[config.mk]
export PLATFORM = sky130hd
export DESIGN_NAME = mem_arbiter
export DESIGN_NICKNAME = d
export VERILOG_FILES = /design/src/rtl/mem_arbiter_pkg.sv /design/src/rtl/mem_arbiter_rr_pick2.sv /design/src/rtl/mem_arbiter.sv
export SDC_FILE = /design/constraint.sdc
export NUM_CORES = 1
export LEC_CHECK = 0
export CORE_AREA = 2 2 619 621
export DETAILED_ROUTE_END_ITERATION = 12
export DIE_AREA = 0 0 621 623
export SKIP_LAST_GASP = 1
export SYNTH_ARGS = -nofsm -noshare
export SYNTH_HDL_FRONTEND = slang
export SYNTH_HIERARCHICAL = 1
export SYNTH_SLANG_ARGS = --single-unit
[constraint.sdc]
create_clock -name clk -period 2.1 [get_ports clk]
set_input_delay 0.525 -clock clk [delete_from_list [all_inputs] [get_ports clk]]
set_output_delay 0.525 -clock clk [all_outputs]
set_load 0.005 [all_outputs]
[src/rtl/mem_arbiter_pkg.sv]
// Shared types for the two-port memory arbiter.
// The owner states double as a one-hot "port x holds the memory" flag.
package mem_arbiter_pkg;

  localparam int ARB_PORTS = 2;

  typedef enum logic [1:0] {
    IDLE = 2'd0,
    OWN0 = 2'd1,
    OWN1 = 2'd2
  } arb_state_e;

  // Map a port index to the state that owns the memory for it.
  function automatic arb_state_e own_state(input logic idx);
    return idx ? OWN1 : OWN0;
  endfunction

endpackage

[src/rtl/mem_arbiter_rr_pick2.sv]
// Two-way round-robin picker: a lone requester always wins, and a tie
// goes to the port that was not served last.
module rr_pick2
  import mem_arbiter_pkg::*;
(
  input  logic [ARB_PORTS-1:0] req,
  input  logic                 pointer,
  output logic                 winner,
  output logic                 valid
);

  always_comb begin
    valid  = |req;
    winner = (req == 2'b11) ? ~pointer : req[1];
  end

endmodule

[src/rtl/mem_arbiter.sv]
// Arbitrates two line-granular requesters onto one main-memory port.
// The owning port's live inputs are forwarded combinationally; gnt is passed back.
module mem_arbiter
  import mem_arbiter_pkg::*;
#(
  parameter int LINE_ADDR_LEN = 3,
  parameter int ADDR_LEN      = 10
) (
  input  logic                              clk,
  input  logic                              rst,
  input  logic                              p0_rd_req,
  input  logic                              p0_wr_req,
  input  logic [ADDR_LEN-1:0]               p0_addr,
  input  logic [(32<<LINE_ADDR_LEN)-1:0]    p0_wr_line,
  output logic                              p0_gnt,
  output logic [(32<<LINE_ADDR_LEN)-1:0]    p0_rd_line,
  input  logic                              p1_rd_req,
  input  logic                              p1_wr_req,
  input  logic [ADDR_LEN-1:0]               p1_addr,
  input  logic [(32<<LINE_ADDR_LEN)-1:0]    p1_wr_line,
  output logic                              p1_gnt,
  output logic [(32<<LINE_ADDR_LEN)-1:0]    p1_rd_line,
  output logic                              mem_rd_req,
  output logic                              mem_wr_req,
  output logic [ADDR_LEN-1:0]               mem_addr,
  output logic [(32<<LINE_ADDR_LEN)-1:0]    mem_wr_line,
  input  logic                              mem_gnt,
  input  logic [(32<<LINE_ADDR_LEN)-1:0]    mem_rd_line,
  output logic                              busy,
  output logic                              owner
);

  localparam int LINE_W = 32 << LINE_ADDR_LEN;

  arb_state_e state_q, state_d;
  logic       ptr_q, ptr_d;
  logic       busy_q, busy_d;

  logic [ARB_PORTS-1:0] rd_req, wr_req, req, gnt;
  logic [ADDR_LEN-1:0]  addr [ARB_PORTS];
  logic [LINE_W-1:0]    wr_line [ARB_PORTS];

  logic owning, own_idx;
  logic win, win_valid;

  assign rd_req     = {p1_rd_req, p0_rd_req};
  assign wr_req     = {p1_wr_req, p0_wr_req};
  assign addr[0]    = p0_addr;
  assign addr[1]    = p1_addr;
  assign wr_line[0] = p0_wr_line;
  assign wr_line[1] = p1_wr_line;

  genvar gi;
  generate
    for (gi = 0; gi < ARB_PORTS; gi++) begin : g_port
      assign req[gi] = rd_req[gi] | wr_req[gi];
      assign gnt[gi] = owning && (own_idx == 1'(gi)) && mem_gnt;
    end
  endgenerate

  rr_pick2 u_pick (
    .req     (req),
    .pointer (ptr_q),
    .winner  (win),
    .valid   (win_valid)
  );

  assign owning  = (state_q == OWN0) || (state_q == OWN1);
  assign own_idx = (state_q == OWN1);

  always_comb begin
    state_d = state_q;
    ptr_d   = ptr_q;
    case (state_q)
      IDLE: begin
        if (win_valid) begin
          state_d = own_state(win);
          ptr_d   = win;
        end
      end
      OWN0, OWN1: begin
        // Completion and abort both release the memory; mem_gnt wins a tie so
        // the gnt pulse already sent to the owner is matched by the release.
        if (mem_gnt || !req[own_idx]) begin
          state_d = IDLE;
        end
      end
      default: state_d = IDLE;
    endcase
    busy_d = (state_d != IDLE);
  end

  always_ff @(posedge clk) begin
    if (rst) begin
      state_q <= IDLE;
      ptr_q   <= 1'b1;
      busy_q  <= 1'b0;
    end else begin
      state_q <= state_d;
      ptr_q   <= ptr_d;
      busy_q  <= busy_d;
    end
  end

  // A write wins over a simultaneous read from the same port.
  always_comb begin
    mem_rd_req  = owning && rd_req[own_idx] && !wr_req[own_idx];
    mem_wr_req  = owning && wr_req[own_idx];
    mem_addr    = owning ? addr[own_idx] : '0;
    mem_wr_line = owning ? wr_line[own_idx] : '0;
  end

  assign p0_gnt     = gnt[0];
  assign p1_gnt     = gnt[1];
  assign p0_rd_line = mem_rd_line;
  assign p1_rd_line = mem_rd_line;
  assign busy       = busy_q;
  assign owner      = ptr_q;

endmodule

After elaboration in Yosys (flattened, before gate mapping)
Cells that the tools add are included.
{"block": "word_totals", "regBits": 4, "inputBits": 795, "out_inout_bits": 784, "elab_cells": 48}
{"block": "op_classes", "n_lt_le_gt_ge": 2, "n_eq_ne": 3, "muxes": 19, "bitwise_logic": 5, "reduce_logical": 16}
{"op": "$mux 256", "count": 4}
{"op": "$mux 10", "count": 4}
{"op": "$logic_and 1x1->1", "count": 7}
{"op": "$mux 1", "count": 7}
{"op": "$mux 2", "count": 3}
{"op": "$eq 2x2->1 const B", "count": 2}
{"op": "$pmux 2 s2", "count": 1}
{"op": "$reduce_or 2->1", "count": 2}
{"op": "$eq 2x1->1 const B", "count": 1}
{"op": "$ge 2x2->1 const B", "count": 1}
{"op": "$logic_not 1->1", "count": 2}
{"op": "$logic_not 2->1", "count": 1}
{"op": "$logic_or 1x1->1", "count": 2}
{"op": "$lt 1x2->1 const B", "count": 1}
{"op": "$not 1->1", "count": 2}
{"op": "$not 1->2", "count": 1}
{"op": "$or 1x1->1", "count": 2}
{"op": "$reduce_and 2->1", "count": 1}
{"op": "$reduce_bool 2->1", "count": 1}

Longest topological paths before layout
{"block": "depth", "depth_word": 8, "mapped_depth": 7}

By module
Netlist, hierarchy kept.
{"mod": "mem_arbiter", "n_inst": 1, "cells_per_inst": 1140, "area_per_inst_um2": 8814.7, "seq_area_each_um2": 80.1}
{"mod": "rr_pick2", "n_inst": 1, "cells_per_inst": 2, "area_per_inst_um2": 13.8, "seq_area_each_um2": 0.0}

Least setup slack after synthesis
Ideal clock, no wire load.
{"block": "synth_path", "kind": "register -> output", "from": "reg state_q[1]", "to": "out mem_wr_line[100]", "t_arrival_ps": 1488, "path_slack_ps": 87, "path_stages_with_launch": 7, "path_cell_list": "dfxtp_1 -> inv_1 -> ha_1 -> buf_2 -> clkbuf_1 -> clkbuf_1 -> nor2b_1"}
{"block": "synth_via", "elab_chain_cells": 6, "word_cells_on_any_way": 8}
{"element": "from (decl)", "line_no": "mem_arbiter.sv:35", "rtl": "arb_state_e state_q, state_d;"}
{"element": "from (signal assigned)", "line_no": "mem_arbiter.sv:99", "rtl": "state_q <= state_d;"}
{"element": "$eq 2x2->1", "line_no": "mem_arbiter.sv:68, mem_arbiter.sv:69"}
{"element": "$not 1->2 (not written as such)", "line_no": "mem_arbiter.sv:110", "rtl": "mem_wr_line = owning ? wr_line[own_idx] : '0;"}
{"element": "$mux 256 (not written as such) (3 in a row)", "line_no": "mem_arbiter.sv:110"}
{"element": "$mux 256 *", "line_no": "mem_arbiter.sv:110"}
{"element": "to (decl)", "line_no": "mem_arbiter.sv:26", "rtl": "output logic [(32<<LINE_ADDR_LEN)-1:0] mem_wr_line,"}
Every way passes the cells marked *; elsewhere a longest branch is shown, timed or not. The select of a mux whose other input is x is not followed.

Final worst setup path
{"block": "layout_path", "from": "reg state_q[0]", "to": "out mem_wr_line[226]"}
The elaborated chain is that of the path after synthesis.

==> impl_metrics.csv <==
group,metric,value,unit
routing,via_count,12508,
die,rows,227,
clock_network,cts_buffers,3,
critical_path,crit_path_start_kind,"flip-flop",
outcome,violations,"setup timing",
routing,antenna_left,0,
global_route,antenna_found_initial,321,
synth,yosysSeqAreaShare,0.907,%
layout,fill_cells,44157,
global_route,grtUsageTotal,16.8,%
routing,drt-wirelength-per-cell,49.8,um
synth,syn_nets,1942,
synth,synth_most_common_cell,"buf_4",
synth,syn_avg_cell_area,7.73,um^2
timing,rsz0062_at_grt,"yes",
clock_network,cts_root_buf,"clkbuf_16",
min_path,holdPathEnd,"owner",
critical_path,arrival,2.22,ns
timing,clock.fmax,364,MHz
layout,final_area,29000,um^2
timing,fin_skew,0.000646,ns
outcome,status,"complete, but fails checks",
pwr,p_per_area,716,nW/um^2
global_route,grt_pass1_vias,11539,
clock_network,worstSkewPairLatency,0.22,ns
synth,synth.area.top_cells,"buf_4, mux2i_1, nor2b_1, clkbuf_1, dfxtp_1",
synth,synth_common_cells,"buf_4, nor2b_1, mux2i_1",
run,maxCapViolCount,0,
clock_network,cts-htree-levels,1,
critical_path,worstPathMaxFanout,5,
timing,post-route-period-util,131,%
critical_path,criticalPathCategory,"reg -> out",
routing,via_per_inst,1.84,
pwr,power,20800,uW
critical_path,cp-end-kind,"primary output",
die,die_x,621,um
placed_design,dpl.hpwl,315000,um
timing,setup_viol_count_final,268,
routing,drt-initial-drc-count,607,
synth,ys_warn_count,6,
placed_design,portBuffers,810,
timing,setup_slack,-0.649,ns
synth,synthFlopType,"dfxtp_1",
timing,hold_ws,0.595,ns
die,core-area,381000,um^2
critical_path,reg2reg_from,"state_q[0]",
global_route,grt_pass1_wl,364000,um
timing,slew_headroom,38.8,%
clock_network,cts_tree,"yes",
synth,syn_inst,1142,
global_route,grt-ovfl-total,0,
critical_path,worst_r2r_path_depth,9,
critical_path,r2r_end,"busy",
die,start_util,2.32,%
layout,nets,2482,
min_path,hold_class,"reg -> reg",
min_path,worstHoldPathCells,2,
timing,worstMarginPinSlew,0.898,ns
clock_network,clkSlewWorstSetupHoldPaths,0.03,ns
synth,async_flop_share,0,%
synth,yosys_register_bits,4,
die,die-area,387000,um^2
layout,syn2layout_area_growth,229,%
die,ioPinCount,1579,
synth,synthesis.area,8830,um^2
timing,final_max_slew_viol_count,0,
min_path,holdCritStartpoint,"owner",
layout,drive_gt1_share,57.7,%
synth,synth_edf_count,0,
synth,yosysTopAreaCellShare,45.4,%
pwr,ir_worst_vdd,0.342,mV
routing,wirelength,337000,um
synth,synth_largest_area_cell,"buf_4",
layout,instances_no_fill,6780,
placed_design,placed_cell_area,22000,um^2
placed_design,routabilityCongestion,0.953,
routing,drcViolationCount,0,
routing,dr.pass1.iters,5,
die,die_y,623,um
critical_path,required,1.57,ns
synth,ys_types,25,
critical_path,r2r_slack,0.04,ns
timing,finalCriticalPeriod,2.75,ns
timing,hold_viol,0,
clock_network,clockBufferDepth,2,
pwr,leakagePower,0.00864,uW
placed_design,dp.cells,6511,
global_route,grt_max_degree,26,
clock_network,clock-sinks,4,
==> through the flow <==
step / setup slack [ns] / util, % / TNS (ns)
after detailed placement: -1.38 / 5.78 / -143.76
final: -0.649 / 7.63 / -127.83
after global routing: -0.691 / 7.59 / -143.94
after CTS: -0.753 / 7.33 / -141.28
after floorplan: 0.0867 / - / 0
after global placement: -2.14 / 5.62 / -172.39
==> registers in the layout (all words and copies together), names as in the netlist <==
register / cells
busy: 1
state_q: 2
owner: 1
==> final cells by class <==
class                   instances  area, um^2  share of cell area, %
diodes                         62         155                  0.534
inverters                       2        12.5                 0.0431
well taps                    5038        6300                   21.7
repair buffers               1107       14100                   48.4
clock buffers                   3        75.1                  0.259
flip-flops and latches          4        85.1                  0.293
multi-input cells             564        8330                   28.7
==> per-layer routing <==
| metal | part of all wire, % | routed length [um] | vias up | track usage [%] |
|---|---|---|---|---|
| li1 | - | - | 4359 | - |
| met1 | 22 | 75700 | 5350 | 10.7 |
| met2 | 50 | 169000 | 1928 | 30.3 |
| met3 | 24 | 81600 | 669 | 19.5 |
| met4 | 2.7 | 9020 | 202 | 2.85 |
| met5 | 0.58 | 1940 | - | 1.12 |
==> report_power, final <==
group	switching [uW]	internal [uW]	total, uW
registers	17.4	100	117
clock network	58.6	244	302
logic	9000	11400	20400
total	9080	11700	20800
==> cell usage in the layout (no fill, tap or decap), drive strengths merged <==
master         count
a21boi             2
a21oi              1
a32oi              2
and2               2
and3b              2
buf              527
bufbuf             1
clkbuf            17
clkdlybuf4s15      7
clkdlybuf4s50    535
dfxtp              4
diode             62
dlygate4sd2       20
dlymetal6s2s       3
ha                 5
inv                2
mux2               1
mux2i            267
nand2              1
nand3b             1
nor2               2
nor2b            268
nor3               1
o21ai              1
o21bai             1
o32ai              1
or2                3
or3                1
or3b               2
==> how the worst max path moves through the flow <==
stage / start / endpoint / slack, ns / cells after the start
after detailed placement: state_q[1] / mem_wr_line[236] / -1.38 / 6
after global placement: state_q[1] / mem_wr_line[226] / -2.14 / 6
after global routing: state_q[0] / mem_wr_line[219] / -0.69 / 7
final: state_q[0] / mem_wr_line[226] / -0.65 / 7
after floorplan: state_q[1] / mem_wr_line[100] / 0.09 / 6
after CTS: state_q[0] / mem_wr_line[226] / -0.75 / 7
==> critical path, cell delays in order, from the launching register on <==
cell     delay (ns)
dfxtp_2        0.32
inv_4          0.06
ha_4           0.20
buf_16         0.16
buf_16         0.16
mux2i_4        0.74
nor2b_4        0.09
buf_12         0.15
==> kinds of logic (layout without fill, tap and decap cells) <==
kind of cell	count (synthesis)	count (layout)	share of synthesized area, %
mux	268	268	30.4
fa+ha+maj	5	5	0.709
compound gates	8	8	0.666
simple gates	283	283	20.1
flops	4	4	0.907
buf+inv	574	1112	47.2
other cells	0	62	0
==> timing repair <==
item	4_1_cts	5_1_grt
gates cloned	28	6
resized for setup	1098	178
setup buffers	142	56
endpoints found under the setup margin	271	269
pin swaps	5	5
hold buffers	0	0
Note: power is estimated with default switching activity, not from simulation.
==> RTL edit 1: new RTL, config.mk and constraints unchanged <==
Make the reset (`rst`) asynchronous in one clocked block.
--- a/src/rtl/mem_arbiter.sv
+++ b/src/rtl/mem_arbiter.sv
@@ -90,7 +90,7 @@
     busy_d = (state_d != IDLE);
   end
 
-  always_ff @(posedge clk) begin
+  always_ff @(posedge clk or posedge rst) begin
     if (rst) begin
       state_q <= IDLE;
       ptr_q   <= 1'b1;
Function: differs if rst is asserted again (counterexample within 4 cycles, from zero or initial values and one cycle with rst high); with rst held inactive, the same outputs for 4 cycles.
==> RTL edit 1 against the unedited design <==
The flow still finishes with violations (negative setup slack). Sequential cell count unchanged. Critical path depth increased by 1. Setup slack improved by 0.030 ns. Sequential share of layout area increased by 0.098 points. Area after synthesis about the same. Total power increased by 73%. Routed wire length increased by 0.77%. Design area decreased by 9.7%. Largest cell class unchanged.
==> RTL edit 1: results (changes against the unedited design) <==
[synthesis]
synthTopCellsByArea = buf_4, mux2i_1, nor2b_1  ; unchanged
synthArstFlopShare = 1.000  ; was 0
ys.flop_type = dfrtp_1  ; was dfxtp_1
seq_area_frac_synth = 0.01147  ; was 0.009070

[clocking]
cts_setup_buffers = 24  ; was 142
post_cts_resized = 239  ; was 1,098

[finish]
layout-drive-gt1-share = 0.4668  ; was 0.5774
final_area_um2 = 26220  ; was 29,030 um2
layout.nets = 2367  ; was 2,482
final_cells = 6684  ; was 6,780
fillers = 44440  ; was 44,160

[worst_setup_path]
cp_max_fo = 8  ; was 5
critPathMaxStageDelay_ns = 0.39  ; was 0.74 ns
r2r_end = state_q[1]  ; was busy
critical_path_arrival_ns = 2.19  ; was 2.22 ns
ff2ff_setup_slack_ns = -0.04  ; was 0.04 ns

[power_and_ir_drop]
switchingPower_w = 0.01733  ; was 0.009079 W
peakVddDrop_uv = 561.6  ; was 342.3 uV
swShare = 0.4804  ; was 0.4365
pg_clk_w = 0.000317  ; was 0.000302 W
p_leak_nw = 7.879  ; was 8.641 nW
combPwrFrac = 0.987  ; was 0.980

[placement]
post-place-ws_ns = -0.9104  ; was -1.378 ns
hpwl_um = 320300  ; was 315,300 um
gp_congestion = 0.9252  ; was 0.9528
dpl.cell_count = 6478  ; was 6,511

[drt]
vias = 12200  ; was 12,510
drt-initial-drc-count = 656  ; was 607
dr_wl_met2_um = 167700  ; was 169,000 um

[global_route]
grt_pass1_vias = 10210  ; was 11,540
antenna_found_initial = 344  ; was 321
grtUsageTotal = 0.1659  ; was 0.1675
grt_max_degree = 47  ; was 26
grt_pass1_wl_um = 358700  ; was 364,500 um

[outcome]
violations = negative setup slack  ; unchanged
status = finished with violations  ; unchanged

[timing]
skew_ns = 0.0008056  ; was 0.0006456 ns
setup_viol = 270  ; was 268
worst_slack_ns = -0.6190  ; was -0.6490 ns
setup_tns_ns = -121.08  ; was -127.83 ns
slew_headroom = 0.7213  ; was 0.3882

[hold_path]
min_path_type = primary input to asynchronous set/reset pin  ; was flop to flop

## RTL edit 1: cell types whose count changed after synthesis, moves of 2 or more
cell     before  now
dfxtp_1       4    0
and3b_1       2    0
dfrtp_1       0    3
o21ai_1       0    2
inv_1         2    4
## RTL edit 1: area by class of cell
cell class / count / area, um2 / area share
well taps: 5038 / 6304 / 0.2404
flip-flops and latches: 4 / 102.6 / 0.003913
clock buffers: 4 / 78.83 / 0.003006
diodes: 80 / 200.2 / 0.007635
inverters: 4 / 15.01 / 0.0005727
multi-input cells: 562 / 6942 / 0.2648
repair buffers: 992 / 12580 / 0.4797
## RTL edit 1: metal layers
layer,global-route usage,up-vias
met5,0.01408,-
met4,0.02832,200
met3,0.1992,703
met2,0.2974,2024
met1,0.1037,5101
li1,-,4167
## RTL edit 1: worst max-delay path: cells and delay by family (launching register included)
family / cells / cell delay [ns]
flip-flops: 1 / 0.37
multiplexers: 1 / 0.39
adder cells (fa/ha/maj): 1 / 0.16
AND/OR/NAND/NOR: 1 / 0.13
buffers and inverters: 5 / 0.81
## RTL edit 1: cell families after synthesis
| family | Yosys count | synth area share |
|---|---|---|
| buf+inv | 576 | 0.4729 |
| simple gates | 282 | 0.1995 |
| mux | 268 | 0.3038 |
| compound gates | 7 | 0.005241 |
| fa+ha+maj | 5 | 0.007081 |
| flops | 4 | 0.01147 |
## RTL edit 1: how the worst max path moves through the flow
stage	startpoint	endpoint	slack, ns	depth (start not counted)
detailed placement	state_q[0]	mem_wr_line[41]	-0.91	8
global placement	state_q[0]	mem_wr_line[41]	-0.93	8
global route	state_q[0]	mem_wr_line[187]	-0.65	7
floorplan	state_q[0]	mem_wr_line[100]	0.07	6
CTS	state_q[1]	mem_wr_line[89]	-0.63	8
finish	state_q[0]	mem_wr_line[181]	-0.62	8
==> RTL edit 2: new RTL, same settings <==
Without the edit above. `ADDR_LEN`: 10 -> 12.
--- a/src/rtl/mem_arbiter.sv
+++ b/src/rtl/mem_arbiter.sv
@@ -4,7 +4,7 @@
   import mem_arbiter_pkg::*;
 #(
   parameter int LINE_ADDR_LEN = 3,
-  parameter int ADDR_LEN      = 10
+  parameter int ADDR_LEN      = 12
 ) (
   input  logic                              clk,
   input  logic                              rst,
Interface: changed (resized mem_addr, p0_addr and p1_addr); port bits go from 1579 to 1585. No check against the original RTL was run, so the function may have changed too.
==> RTL edit 2 against the unedited design <==
The run still ends with negative setup slack left. Via count rose by 1.3%. Area after synthesis rose by 0.51%. Total power fell by 10%. Synthesized cell count rose by 0.35%. Hold slack got worse by 0.033 ns. Design area fell by 6.8%. Setup slack improved by 0.023 ns. Routed wire length rose by 2.2%. Sequential cell count did not move. Critical path type unchanged.
==> RTL edit 2: results (changes against the unedited design) <==
[drt]
met1_length_um = 74340  ; was 75,680 um
drt-initial-drc-count = 858  ; was 607
via_per_inst = 1.877  ; was 1.845
dr_wl_met2_um = 159800  ; was 169,000 um

[global_route]
grt_max_degree = 38  ; was 26
grtUsageTotal = 0.1665  ; was 0.1675

[outcome]
violations = negative setup slack  ; unchanged
status = finished with violations  ; unchanged

[placement]
hpwl_um = 321200  ; was 315,300 um
dpl.cell_count = 6484  ; was 6,511
port_buffers = 816  ; was 810
post-place-ws_ns = -1.416  ; was -1.378 ns

[synthesis]
synth_area_per_cell_um2 = 7.743  ; was 7.731 um2
synthesis.nets = 1950  ; was 1,942
synth_mux_area_frac = 0.3047  ; was 0.3040
synthAdderAreaFrac = 0.007050  ; was 0.007086
synth_compound_area_frac = 0.006627  ; was 0.006661

[finish]
multi_input_area_share = 0.2788  ; was 0.2871
layout-drive-gt1-share = 0.5237  ; was 0.5774
final_cells = 6751  ; was 6,780
seqCellArea_um2 = 82.58  ; was 85.08 um2
syn2layout_area_growth_pct = 205.0  ; was 228.8%

[timing]
hold_ws_ns = 0.5625  ; was 0.5950 ns
setup_viol = 272  ; was 268
worst_slack_ns = -0.6262  ; was -0.6490 ns

==> RTL edit 2: cell count changes in the layout (fill, tap and decap cells not counted), moves of 22 or more <==
cell            before  now
nor2b_2             42   97
nor2b_4            141   91
mux2i_4            193  144
diode_2             62  109
mux2i_1             41   80
buf_2               50   18
buf_6               66   34
dlymetal6s2s_1       3   31
buf_16              41   15
buf_8               43   17
buf_4               89  113
buf_12             238  216
==> RTL edit 2: logic make-up (layout without fill, tap and decap cells) <==
kind of cell | Yosys count | after routing
mux | 270 | 270
fa+ha+maj | 5 | 5
other cells | 0 | 109
compound gates | 8 | 8
simple gates | 285 | 285
flops | 4 | 4
buf+inv | 574 | 1032
==> RTL edit 2: critical path: stages (launching register included) <==
cell            delay (ns)
dfxtp_2               0.33
inv_2                 0.05
ha_4                  0.17
buf_12                0.15
buf_16                0.16
buf_4                 0.14
clkbuf_16             0.17
buf_12                0.14
buf_4                 0.13
mux2i_2               0.15
nor2b_2               0.18
dlymetal6s2s_1        0.17
